## src/rtl/retx_timer_pkg.sv

```systemverilog
// Shared TCP constants: retransmission timer state encoding, timeout width and
// default backoff/retry limits also used by the connection FSM.
package retx_timer_pkg;

   typedef enum logic {
      RTX_IDLE = 1'b0,
      RTX_RUN  = 1'b1
   } rtx_state_t;

   localparam int unsigned RTO_W = 16;

   localparam logic [RTO_W-1:0] RTO_MAX_DEF   = 16'd6400;
   localparam logic [3:0]       RETRY_MAX_DEF = 4'd8;

endpackage

```

## src/rtl/retx_timer.sv

```systemverilog
// Retransmission timeout timer: counts 1 ms ticks after START, raises TIMEOUT
// with saturating exponential backoff, and ABORT once the retry budget is spent.
module retx_timer
   import retx_timer_pkg::*;
#(
   parameter logic [RTO_W-1:0] RTO_MAX   = RTO_MAX_DEF,
   parameter logic [3:0]       RETRY_MAX = RETRY_MAX_DEF
) (
   input  logic             CLK,
   input  logic             RST,
   input  logic             TIM_1MS,
   input  logic             START,
   input  logic             STOP,
   input  logic [RTO_W-1:0] RTO_INIT,
   output logic             BUSY,
   output logic             TIMEOUT,
   output logic             ABORT,
   output logic [3:0]       RETRY_CNT,
   output logic [RTO_W-1:0] RTO_CUR
);

   rtx_state_t       state, state_next;
   logic [RTO_W-1:0] cnt, cnt_next;
   logic [RTO_W-1:0] rto, rto_next;
   logic [3:0]       retry, retry_next;
   logic             timeout_q, timeout_next;
   logic             abort_q, abort_next;

   logic [RTO_W-1:0] load_val;
   logic [RTO_W-1:0] init_min1;
   logic [RTO_W:0]   dbl_wide;
   logic [RTO_W-1:0] dbl_sat;

   // Doubling is done one bit wider so a 16-bit overflow still saturates.
   always_comb begin
      init_min1 = (RTO_INIT == '0) ? {{(RTO_W-1){1'b0}}, 1'b1} : RTO_INIT;
      load_val  = (init_min1 > RTO_MAX) ? RTO_MAX : init_min1;
      dbl_wide  = {rto, 1'b0};
      dbl_sat   = (dbl_wide > {1'b0, RTO_MAX}) ? RTO_MAX : dbl_wide[RTO_W-1:0];
   end

   always_ff @(posedge CLK) begin
      if (RST) begin
         state     <= RTX_IDLE;
         cnt       <= '0;
         rto       <= '0;
         retry     <= '0;
         timeout_q <= 1'b0;
         abort_q   <= 1'b0;
      end else begin
         state     <= state_next;
         cnt       <= cnt_next;
         rto       <= rto_next;
         retry     <= retry_next;
         timeout_q <= timeout_next;
         abort_q   <= abort_next;
      end
   end

   always_comb begin
      state_next   = state;
      cnt_next     = cnt;
      rto_next     = rto;
      retry_next   = retry;
      timeout_next = 1'b0;
      abort_next   = 1'b0;
      if (STOP) begin
         state_next = RTX_IDLE;
         cnt_next   = '0;
         retry_next = '0;
      end else if (START) begin
         state_next = RTX_RUN;
         cnt_next   = load_val;
         rto_next   = load_val;
         retry_next = '0;
      end else if (TIM_1MS && (state == RTX_RUN)) begin
         if (cnt > {{(RTO_W-1){1'b0}}, 1'b1}) begin
            cnt_next = cnt - {{(RTO_W-1){1'b0}}, 1'b1};
         end else if (retry < RETRY_MAX) begin
            timeout_next = 1'b1;
            retry_next   = retry + 4'd1;
            rto_next     = dbl_sat;
            cnt_next     = dbl_sat;
         end else begin
            // Retry and rto are kept after abort for diagnostics.
            abort_next = 1'b1;
            state_next = RTX_IDLE;
            cnt_next   = '0;
         end
      end
   end

   always_comb begin
      BUSY      = (state == RTX_RUN);
      TIMEOUT   = timeout_q;
      ABORT     = abort_q;
      RETRY_CNT = retry;
      RTO_CUR   = rto;
   end

endmodule
```

## config.mk

```make
export PLATFORM = sky130hd
export DESIGN_NAME = retx_timer
export DESIGN_NICKNAME = d
export VERILOG_FILES = /design/src/rtl/retx_timer_pkg.sv /design/src/rtl/retx_timer.sv
export SDC_FILE = /design/constraint.sdc
export NUM_CORES = 1
export LEC_CHECK = 0
export CAP_MARGIN = 20
export CORE_ASPECT_RATIO = 0.7
export CORE_UTILIZATION = 52
export DETAILED_ROUTE_END_ITERATION = 16
export PLACE_DENSITY = 0.85
export SYNTH_ARGS = -nofsm -noshare
export SYNTH_HDL_FRONTEND = slang
export SYNTH_SLANG_ARGS = --single-unit
```

## constraint.sdc

```tcl
create_clock -name CLK -period 2.4 [get_ports CLK]
set_input_delay 0.36 -clock CLK [delete_from_list [all_inputs] [get_ports CLK]]
set_output_delay 0.36 -clock CLK [all_outputs]
set_load 0.005 [all_outputs]
```

==> results.txt <==
Lkg Pwr: 1.084 nW
Vias/cell: 6.414
hpwl dp: 4.970 mm
final hold vios: 0
Longest Clk Path Bufs: 2
CTS tree: done
async set-reset flop share out of synthesis: 0%
top post-synthesis cells by area: dfxtp_1 (33%), nor2_1 (5.3%), a211oi_2 (4.3%)
top post-synthesis cells by count: dfxtp_1 (39), nor2_1 (33), nand2_1 (22)
critical path type: reg -> reg
total track usage: 30.92%
largest net degree at the start of global routing: 27
DR WL/cell: 17.64 microns
# IOs: 44
leading area contributor after synthesis: dfxtp_1
period utilization: 92.65%
HP Class: reg -> reg
yosys warns: 0
total negative setup slack: 0 ns
Sw Share: 31.75%
worst slew pin tran: 0.5799 ns
cts hold-fix bufs: 0
RSZ-0062 raised after global routing: false
syn avg cell area: 8.359 sq um
number of synthesized register bits: 39
nets: 355
VDD IR-drop max: 0.4176 mV
ANT cells: 0
register share of total power: 42.1%
initial antenna violation count: 0
Max-cap violations: 0
remaining antenna violation count: 0
TritonCTS Buffers: 5
FMAX: 0.4497 GHz
Root Driver: clkbuf_8
routed vias: 2,463
placer's final routability congestion estimate: 0.8949
post-synth top area share: 33.48%
drt drc: 0
xor/xnor cell area share of the yosys netlist: 2.253%
Port Buf Inserts: 43
R2R Setup Slk: 0.18 ns
Layout Area Growth over Synthesis: 28.00%
Setup crit start kind: flip-flop
vias in the first global route: 2,167
number of flops mapped to enable cells by yosys: 0
Synth cell types: 56
Clock Power Share: 29.2%
final WL: 6.772 mm
die area: 0.004761 sq mm
worst r2r path cells: 5
Starting Density: 56.71%
sw power: 0.0005375 W
Gate Count Post-Synth: 279
Post-Syn Area: 0.002332 sq mm
worst-path maximum fanout: 15
HP Start: cnt[14]
Die H: 58.03 microns
Iter 0 DRT Violations: 300
CP arrival: 2.40 ns
FF-to-FF End: cnt[8]
CTS resizes: 0
Skew-Pair Late Insertion Delay: 0.30 ns
Syn Nets: 303
length of the first detailed-routing pass in iterations: 5
site row count: 19
Final Non-Filler Cells: 384
area fraction in compound gates after synthesis: 31.01%
post-layout minimum cycle time: 2.224 ns
Worst Hold Endpoint: cnt[14]
Layout fillers: 323
count of final setup violators: 0
relative slew slack: 60.98%
internal power: 0.001156 W
synthesized-area fraction occupied by adder cells: 1.609%
Gate power share: 28.6%
number of H-tree levels: 2
share of cells above drive strength 1: 13.86%
Setup Fix Bufs, Post-CTS: 0
mux cell area share after synthesis: 1.288%
worst hold path depth: 2
Synth Flop Type: dfxtp_1
status: completed
Clk pin slew, worst setup/hold paths: 0.07 ns
Hold WS: 0.5009 ns
simple-gate share of the synthesized area: 25.38%
largest family of logic cells by synthesized area: compound AO/OA/AOI/OAI gates
Die Width: 82.05 microns
first-pass GRT wire length: 10.95 mm
Core Area: 0.004113 sq mm
sequential area share after synthesis: 33.48%
total grt overflow: 0
Cell Pwr Density: 567.2 mW/mm^2
Worst EP required: 2.58 ns
top-count cell post-synth: dfxtp_1
placed insts: 376
clk_skew: 0.004113 ns
Setup crit end kind: flip-flop
CTS Sinks: 39
fin. max-slew vios: 0
R2R Path Start: cnt[11]
[flip-flops by register name, summed over array words and instances (netlist names)]
signal / flops
RETRY_CNT: 4
BUSY: 1
TIMEOUT: 1
cnt: 16
RTO_CUR: 16
ABORT: 1
[area by class of cell]
class                           count  area (sq um)  area share [%]
Multi-Input combinational cell    217          1435           48.07
Timing Repair Buffer               61         578.1           19.36
Clock buffer                        8         100.1           3.353
Inverter                            7         26.28          0.8801
Tap cell                           52         65.06           2.179
Sequential cell                    39         780.7           26.15
[critical path, cell delays in order (launching register included)]
cell	delay, ns
dfxtp_1	0.37
or4_4	0.58
nand2b_4	0.24
o21a_1	0.40
a211oi_1	0.37
o22ai_1	0.14
[placed cells by master, fill, tap and decap left out, drive strengths merged, types with 4 or more instances in the layout]
cell,count
or4,6
nand4,4
nor2,33
and3,4
nor4,13
a221oi,8
a211oi,11
o21ai,20
nand2,22
dfxtp,39
a21oi,19
clkdlybuf4s50,43
nand3,5
inv,7
clkbuf,8
a22oi,10
nor3,9
xor2,4
buf,18
o21a,4
and2,4
[worst max-delay path by stage]
stage | end | cells after the start | start | slack [ns]
after floorplan | cnt[13] | 7 | cnt[2] | 0.29
after global placement | cnt[8] | 5 | cnt[11] | 0.23
after detailed placement | cnt[13] | 5 | cnt[4] | 0.23
after CTS | cnt[8] | 5 | cnt[11] | 0.22
after global routing | cnt[1] | 5 | RTO_CUR[12] | 0.04
final | cnt[8] | 5 | cnt[11] | 0.18
[cells by family (layout without fill, tap and decap cells)]
kind of cell / after synthesis / count (layout)
fa+ha+maj: 3 / 3
buf+inv: 23 / 76
xor+xnor: 6 / 6
mux: 3 / 3
simple gates: 110 / 110
flops: 39 / 39
compound gates: 95 / 95
[power groups by stage]
stage | logic, W | clock network (W) | registers (W)
floorplan | 0.000303 | 0 | 0.000718
global placement | 0.000464 | 0 | 0.000726
detailed placement | 0.000471 | 0 | 0.000727
CTS | 0.000475 | 0.000498 | 0.000712
global route | 0.000523 | 0.000531 | 0.000717
finish | 0.000485 | 0.000495 | 0.000713
[per-stage QoR]
stage | utilization (%) | cell area (sq um) | power [W] | worst slack, ns
3_5_place_dp | 70.16 | 2885 | 0.001197 | 0.2313
6_report | 72.59 | 2985 | 0.001693 | 0.1763
2_1_floorplan | - | 2332 | 0.001022 | 0.2948
5_1_grt | 72.59 | 2985 | 0.001771 | 0.03767
4_1_cts | 72.59 | 2985 | 0.001686 | 0.2166
3_3_place_gp | 70.16 | 2885 | 0.001189 | 0.2347
[routing by layer]
layer	routed length (microns)	track usage [%]	vias to the layer above	part of all wire [%]
li1	-	-	1176	-
met1	3268	48.24	1146	48
met2	2799	40.97	132	41
met3	601	6.457	9	8.9
met4	102	11.03	0	1.5
met5	0	0	-	0
No activity file was read; power rests on OpenSTA's default activity.
